==> src/rtl/button_conditioner.sv <==
// -----------------------------------------------------------------------------
// button_conditioner
//
// Input-conditioning stage for raw board push-buttons. Each channel is brought
// into the CLK domain through a 2-flop synchronizer and then debounced: a new
// level is accepted only after the synchronized input has differed from the
// current level for DEBOUNCE_CYCLES consecutive cycles. Accepted edges produce
// registered one-cycle PRESSED / RELEASED pulses, aligned with the level change.
//
// Optional feature (compile-time macro BTN_AUTOREPEAT_EN):
//   Channels selected by REPEAT_MASK emit extra PRESSED pulses while held:
//   the first one REPEAT_DELAY cycles after the initial press pulse, then one
//   every REPEAT_PERIOD cycles until the release is accepted. Without the macro
//   no repeat logic exists and the REPEAT_* parameters have no effect.
//
// Ports:
//   CLK           in   system clock (40 MHz)
//   RESET_N       in   asynchronous active-low reset, clears all state
//   BTN_RAW       in   [NUM_BUTTONS] raw asynchronous active-high button pins
//   BTN_LEVEL     out  [NUM_BUTTONS] debounced level, registered
//   BTN_PRESSED   out  [NUM_BUTTONS] one-cycle pulse on accepted press / repeat
//   BTN_RELEASED  out  [NUM_BUTTONS] one-cycle pulse on accepted release
// -----------------------------------------------------------------------------
module button_conditioner #(
  parameter int unsigned            NUM_BUTTONS     = 4,
  parameter int unsigned            DEBOUNCE_CYCLES = 400000,
  parameter int unsigned            REPEAT_DELAY    = 12000000,
  parameter int unsigned            REPEAT_PERIOD   = 4000000,
  parameter logic [NUM_BUTTONS-1:0] REPEAT_MASK     = 4'b0011
) (
  input  logic                   CLK,
  input  logic                   RESET_N,
  input  logic [NUM_BUTTONS-1:0] BTN_RAW,
  output logic [NUM_BUTTONS-1:0] BTN_LEVEL,
  output logic [NUM_BUTTONS-1:0] BTN_PRESSED,
  output logic [NUM_BUTTONS-1:0] BTN_RELEASED
);

  // Counter holds at most DEBOUNCE_CYCLES-1, so this width never wraps.
  localparam int unsigned      CNT_W   = $clog2(DEBOUNCE_CYCLES) + 1;
  localparam logic [CNT_W-1:0] DB_LAST = CNT_W'(DEBOUNCE_CYCLES - 1);

  // Reject illegal configurations at elaboration time.
  if (DEBOUNCE_CYCLES < 1 || REPEAT_DELAY < 1 || REPEAT_PERIOD < 1 ||
      $bits(REPEAT_MASK) != NUM_BUTTONS) begin : g_bad_params
    $error("button_conditioner: illegal parameter values");
  end

  logic [NUM_BUTTONS-1:0] s1_q, s1_d;
  logic [NUM_BUTTONS-1:0] s2_q, s2_d;
  logic [NUM_BUTTONS-1:0] level_q, level_d;
  logic [NUM_BUTTONS-1:0] pressed_q, pressed_d;
  logic [NUM_BUTTONS-1:0] released_q, released_d;
  logic [CNT_W-1:0]       db_cnt_q [NUM_BUTTONS];
  logic [CNT_W-1:0]       db_cnt_d [NUM_BUTTONS];

  // Accepted transitions this cycle (combinational, pre-register).
  logic [NUM_BUTTONS-1:0] accept_rise;
  logic [NUM_BUTTONS-1:0] accept_fall;

  // ---------------------------------------------------------------------------
  // Synchronizer and debounce
  // ---------------------------------------------------------------------------
  always_comb begin
    // NOTE: every combinational output gets a default first so no latch is inferred.
    s1_d        = BTN_RAW;
    s2_d        = s1_q;
    accept_rise = '0;
    accept_fall = '0;
    for (int i = 0; i < NUM_BUTTONS; i++) begin
      db_cnt_d[i] = '0;
      // Any cycle where s2 agrees with the level restarts the count, which is
      // what rejects bounces shorter than DEBOUNCE_CYCLES.
      if (s2_q[i] != level_q[i]) begin
        if (db_cnt_q[i] == DB_LAST) begin
          accept_rise[i] = s2_q[i];
          accept_fall[i] = ~s2_q[i];
        end else begin
          db_cnt_d[i] = db_cnt_q[i] + CNT_W'(1);
        end
      end
    end
    level_d    = level_q ^ (accept_rise | accept_fall);
    released_d = accept_fall;
  end

`ifdef BTN_AUTOREPEAT_EN
  // ---------------------------------------------------------------------------
  // Auto-repeat, one FSM + counter per channel (only masked channels move)
  // ---------------------------------------------------------------------------
  localparam int unsigned RPT_MAX = (REPEAT_DELAY > REPEAT_PERIOD) ? REPEAT_DELAY
                                                                   : REPEAT_PERIOD;
  localparam int unsigned      RPT_W       = $clog2(RPT_MAX) + 1;
  localparam logic [RPT_W-1:0] DELAY_LAST  = RPT_W'(REPEAT_DELAY - 1);
  localparam logic [RPT_W-1:0] PERIOD_LAST = RPT_W'(REPEAT_PERIOD - 1);

  typedef enum logic [1:0] {
    RPT_IDLE,
    RPT_DELAY,
    RPT_REPEAT
  } rpt_state_e;

  rpt_state_e             rpt_state_q [NUM_BUTTONS];
  rpt_state_e             rpt_state_d [NUM_BUTTONS];
  logic [RPT_W-1:0]       rpt_cnt_q   [NUM_BUTTONS];
  logic [RPT_W-1:0]       rpt_cnt_d   [NUM_BUTTONS];
  logic [NUM_BUTTONS-1:0] rpt_fire;

  always_comb begin
    rpt_fire = '0;
    for (int i = 0; i < NUM_BUTTONS; i++) begin
      rpt_state_d[i] = RPT_IDLE;
      rpt_cnt_d[i]   = '0;
      if (REPEAT_MASK[i]) begin
        rpt_state_d[i] = rpt_state_q[i];
        rpt_cnt_d[i]   = rpt_cnt_q[i];
        unique case (rpt_state_q[i])
          RPT_IDLE: begin
            if (accept_rise[i]) begin
              rpt_state_d[i] = RPT_DELAY;
              rpt_cnt_d[i]   = '0;
            end
          end
          RPT_DELAY: begin
            if (rpt_cnt_q[i] == DELAY_LAST) begin
              rpt_fire[i]    = 1'b1;
              rpt_cnt_d[i]   = '0;
              rpt_state_d[i] = RPT_REPEAT;
            end else begin
              rpt_cnt_d[i] = rpt_cnt_q[i] + RPT_W'(1);
            end
          end
          RPT_REPEAT: begin
            if (rpt_cnt_q[i] == PERIOD_LAST) begin
              rpt_fire[i]  = 1'b1;
              rpt_cnt_d[i] = '0;
            end else begin
              rpt_cnt_d[i] = rpt_cnt_q[i] + RPT_W'(1);
            end
          end
          default: begin
            rpt_state_d[i] = RPT_IDLE;
            rpt_cnt_d[i]   = '0;
          end
        endcase
        // An accepted release wins over a repeat due in the same cycle.
        if (accept_fall[i]) begin
          rpt_fire[i]    = 1'b0;
          rpt_state_d[i] = RPT_IDLE;
          rpt_cnt_d[i]   = '0;
        end
      end
    end
    pressed_d = accept_rise | rpt_fire;
  end

  always_ff @(posedge CLK or negedge RESET_N) begin
    if (!RESET_N) begin
      for (int i = 0; i < NUM_BUTTONS; i++) begin
        rpt_state_q[i] <= RPT_IDLE;
        rpt_cnt_q[i]   <= '0;
      end
    end else begin
      rpt_state_q <= rpt_state_d;
      rpt_cnt_q   <= rpt_cnt_d;
    end
  end
`else
  always_comb begin
    pressed_d = accept_rise;
  end
`endif

  // ---------------------------------------------------------------------------
  // State registers
  // ---------------------------------------------------------------------------
  always_ff @(posedge CLK or negedge RESET_N) begin
    if (!RESET_N) begin
      s1_q       <= '0;
      s2_q       <= '0;
      level_q    <= '0;
      pressed_q  <= '0;
      released_q <= '0;
      // NOTE: the counter array is plain flops rather than a RAM, so it is reset like any register.
      for (int i = 0; i < NUM_BUTTONS; i++) begin
        db_cnt_q[i] <= '0;
      end
    end else begin
      // NOTE: non-blocking assignments make every flop sample pre-edge values together.
      s1_q       <= s1_d;
      s2_q       <= s2_d;
      level_q    <= level_d;
      pressed_q  <= pressed_d;
      released_q <= released_d;
      db_cnt_q   <= db_cnt_d;
    end
  end

  assign BTN_LEVEL    = level_q;
  assign BTN_PRESSED  = pressed_q;
  assign BTN_RELEASED = released_q;

endmodule

==> config.mk <==
export PLATFORM = sky130hd
export DESIGN_NAME = button_conditioner
export DESIGN_NICKNAME = d
export VERILOG_FILES = /design/src/rtl/button_conditioner.sv
export SDC_FILE = /design/constraint.sdc
export NUM_CORES = 1
export LEC_CHECK = 0
export ABC_AREA = 1
export BUFFER_PORTS_ARGS = -buffer_cell sky130_fd_sc_hd__buf_4
export CAP_MARGIN = 20
export CORE_MARGIN = 2
export CORE_UTILIZATION = 60
export DETAILED_ROUTE_END_ITERATION = 10
export PLACE_DENSITY = 0.77
export SLEW_MARGIN = 0
export SYNTH_ARGS = -nofsm -noshare
export SYNTH_HDL_FRONTEND = slang
export SYNTH_SLANG_ARGS = --single-unit
==> constraint.sdc <==
create_clock -name CLK -period 3.32 [get_ports CLK]
set_input_delay 0.664 -clock CLK [delete_from_list [all_inputs] [get_ports CLK]]
set_output_delay 0.664 -clock CLK [all_outputs]
set_load 0.01 [all_outputs]
# --- After elaboration in Yosys (flattened, before gate mapping) ---
# Cells that the tools add are included.
totals:
  regBits: 100
  in_bits: 6
  output_inout_bits: 12
  wordCells: 51
op_classes:
  add_sub_neg: 4
  n_eq_ne: 8
  n_mux: 24
  n_bitwise: 6
ops:
  columns: ["op", "count"]
  rows:
  - ["$mux 20", 8]
  - ["$add 20x1->20 const B", 4]
  - ["$eq 20x19->1 const B", 4]
  - ["$mux 1", 16]
  - ["$ne 1x1->1", 4]
  - ["$not 1->1", 4]
  - ["$or 4x4->4", 1]
  - ["$xor 4x4->4", 1]

# --- Longest topological paths before layout ---
logic_depth:
  depth_word: 5
  depth_mapped: 9
  mapped_depth_nobuf: 9

# --- Least setup slack after synthesis ---
# OpenSTA, ideal clock, no wires.
synth_path:
  path_kind: "reg2reg"
  start: "register db_cnt_q[20] (netlist name)"
  end: "register db_cnt_q[29] (netlist name)"
  setup_time_ns: 0.119
  arrival_ns: 1.175
  required_time_ns: 3.201
  path_slack_ns: 2.026
  path_stages_with_launch: 9
  n_path_buf: 0
  synth_period_minus_slack_ns: 1.294
  cell_sequence: "dfrtp_1 -> ha_1 -> nand2_2 -> inv_2 -> nand2_1 -> nor2_2 -> nand3_2 -> nand2_4 -> nor2_1"
synth_lines:
  columns: ["element", "line", "text"]
  rows:
  - ["start, declared", "54", "logic [CNT_W-1:0] db_cnt_q [NUM_BUTTONS];"]
  - ["start signal, assigned", "195", "db_cnt_q <= db_cnt_d;"]

==> out/metrics.csv <==
metric,value,unit
share_comb_of_total_power,0.037,
critical_path_peak_fanout,5,
grt_overflow,0,
routability_cong,0.9297,
worst-endpoint-arrival,0.97,ns
cpMaxStageDelayCell,sky130_fd_sc_hd__dfrtp_1,
max_slew_margin,0.4946,
detail-route-antenna-nets,0,
vias,4135,
nNetsFinal,698,
top_usage_layer,met2,
clockPowerShare,0.390,
netlist_area,5288,um2
grt.met2_usage,0.3878,
syn-instance-count,658,
crit_path_category,reg2out,
slew_viol_final,0,
layout_cells_sized_above_1,0.1760,
first_global_vias,4143,
cts.htree.levels,3,
launching_element_type_of_the_critical_path,flop,
route.detailed.vias_per_inst,5.162,
cts_root_buffer,sky130_fd_sc_hd__clkbuf_8,
grt_antenna_before_repair,0,
chipWidth,97.88,um
placement.io_buffers,17,
max-vdd-ir-drop,0.2283,mV
worstPathCellList,buf_4,
cts_made_buffers,9,
syn-mean-instance-area,8.036,um2
setup_viol,0,
global_route.usage.met1,0.3084,
design.die.area,9580,um2
clk_latency,0.37,ns
worst_path_dominant_cell_family,flip-flops,
syn-num-nets,668,
mostFrequentLayoutCells,"sky130_fd_sc_hd__nor2_1 (141), sky130_fd_sc_hd__nand2_1 (136), sky130_fd_sc_hd__dfrtp_1 (100)",
dieHeight,97.88,um
smallest_hold_slack,0.3498,ns
cp.buffers_inverters,1,
p_sw_frac,0.2204,
grt_setup_unrepaired,no,
areaGrowthSynthToFinish,9.347,%
post_synth_cell_types,26,
ys_seq_elements,100,
post-layout-total-power,2.175,mW
number_of_i_o_pins,18,
hpwlAfterDp,7571,um
detailedRoute.firstPassIterationCount,4,
post-cts-setup-buffer-count,0,
groute.layer.met3.usage,0.04366,
worst_hold_path_type,in2async,
area_inside_the_core_boundary,8636,um2
timing.final.hold_violations,0,
worst_setup_hold_path_clk_slew,0.09,ns
std_cell_rows,34,
run_status,"complete, no violations",
cts_hold_buffers,0,
critical_path.max_stage_delay,0.44,ns
clock.fmax,611.6,MHz
final.setup.worst_slack,1.685,ns
finalSetupTns,0,ns
drtIter0Drc,193,
intPower,1.696,mW
wl_per_cell,12.70,um
maximum_number_of_pins_on_one_net_before_global_route_repair,64,
power_switching,0.4793,mW
layout_commonest_cell,sky130_fd_sc_hd__nor2_1,
finalCritPeriodShare,0.4925,
clock-sinks,100,
global_route_wire_length_before_repair,18330,um
total_leakage_power,2.572,nW
initial_core_util,0.6123,
cts_buffer_depth,2,
seqPwrFrac,0.574,
postRouteWirelength,10170,um
cts_tree,done,
maxCapViolations,0,
diodes,0,
finish.utilization,0.6695,
yosysWarnings,0,
critPathRequiredTime,2.66,ns
place_ws,1.735,ns
gr_usage_total,0.2335,
period_minus_slack,1.635,ns
clock-skew-final,0.01202,ns
end_kind,primary output,
power_density,376.2,nW/um2
post_cts_resize_count,0,
synth_sequential_area_ratio,0.4733,
tightestPinTransition,0.7582,ns
drcViolationCount,0,
metal layers:
layer | part of all wire | wire length, um
met1 | 0.46 | 4684
met2 | 0.48 | 4912
met3 | 0.039 | 398
met4 | 0.017 | 178
met5 | 0 | 0
cell families after synthesis:
family | Yosys count | synth area share
and+or+nand+nor | 418 | 0.3791
AOI/OAI and AO/OA | 21 | 0.02153
buffers and inverters | 78 | 0.05537
adders and majority gates | 4 | 0.009466
DFF | 100 | 0.4733
xor gates and xnor gates | 37 | 0.06129
metrics by stage:
stage | std cells | area (um2)
finish | 801 | 5782
global route | 801 | 5782
CTS | 801 | 5782
detailed placement | 785 | 5565
global placement | 785 | 5565
floorplan | 658 | 5288
path summary, 6_finish.rpt:
| kind | from | to | slack (ns) | cells after the start |
|---|---|---|---|---|
| worst min-delay path | RESET_N | db_cnt_q[4]$_DFF_PN0_ | 0.35 | 1 |
| worst min register to register | s1_q[0]$_DFF_PN0_ | s2_q[0]$_DFF_PN0_ | 0.35 | 0 |
| worst max register to register | db_cnt_q[20]$_DFF_PN0_ | db_cnt_q[31]$_DFF_PN0_ | 1.81 | 8 |
| min in group CLK | s1_q[0]$_DFF_PN0_ | s2_q[0]$_DFF_PN0_ | 0.35 | 0 |
| worst max-delay path | flop | BTN_LEVEL[2] | 1.68 | 1 |
| max in group asynchronous | RESET_N | db_cnt_q[41]$_DFF_PN0_ | 2.19 | 2 |
power groups by stage:
stage,registers (mW),clock network [mW],logic [mW]
after floorplan,1.27,0,0.0398
after global placement,1.27,0,0.0784
after detailed placement,1.27,0,0.0826
after CTS,1.25,0.866,0.0835
after global routing,1.25,0.927,0.0935
final,1.25,0.848,0.0797
state kept, by name, summed over array words and instances, names as in the netlist, named ones only:
name and cells:
BTN_PRESSED 4, BTN_RELEASED 4, s1_q 4, s2_q 4, db_cnt_q 80
layout make-up:
cell class | count | area (um2)
clock buffers | 11 | 141.4
clock inverters | 5 | 75.07
fillers | 735 | 2854
inverters | 78 | 292.8
multi-input cells | 480 | 2492
flip-flops and latches | 100 | 2502
well taps | 108 | 135.1
repair buffers | 19 | 142.6
worst reg2reg max path, cell delays in order (launching register included):
cell,delay [ns]
sky130_fd_sc_hd__dfrtp_1,0.42
sky130_fd_sc_hd__ha_1,0.21
sky130_fd_sc_hd__nand2_2,0.09
sky130_fd_sc_hd__inv_2,0.06
sky130_fd_sc_hd__nand2_1,0.07
sky130_fd_sc_hd__nor2_2,0.14
sky130_fd_sc_hd__nand3_2,0.18
sky130_fd_sc_hd__nand2_4,0.17
sky130_fd_sc_hd__nor2_1,0.07
synthesized netlist by cell type:
master,count,share of area
sky130_fd_sc_hd__a21oi_1,7,0.0066
sky130_fd_sc_hd__a31oi_1,1,0.0012
sky130_fd_sc_hd__and2_1,2,0.0024
sky130_fd_sc_hd__dfrtp_1,100,0.47
sky130_fd_sc_hd__ha_1,4,0.0095
sky130_fd_sc_hd__inv_1,65,0.046
sky130_fd_sc_hd__inv_2,13,0.0092
sky130_fd_sc_hd__nand2_1,136,0.097
sky130_fd_sc_hd__nand2_2,16,0.019
sky130_fd_sc_hd__nand2_4,4,0.0085
sky130_fd_sc_hd__nand3_1,39,0.037
sky130_fd_sc_hd__nand3_2,6,0.011
sky130_fd_sc_hd__nand3b_1,3,0.0043
sky130_fd_sc_hd__nand4_1,8,0.0095
sky130_fd_sc_hd__nor2_1,141,0.10
sky130_fd_sc_hd__nor2_2,30,0.035
sky130_fd_sc_hd__nor2_4,15,0.032
sky130_fd_sc_hd__nor2_8,1,0.0038
sky130_fd_sc_hd__nor3_1,13,0.012
sky130_fd_sc_hd__nor3_2,3,0.0057
sky130_fd_sc_hd__nor3b_1,1,0.0014
sky130_fd_sc_hd__o21ai_0,5,0.0047
sky130_fd_sc_hd__o21ai_1,5,0.0047
sky130_fd_sc_hd__o21bai_1,3,0.0043
sky130_fd_sc_hd__xnor2_1,15,0.025
sky130_fd_sc_hd__xor2_1,22,0.036
Note: power is estimated with default switching activity, not from simulation.
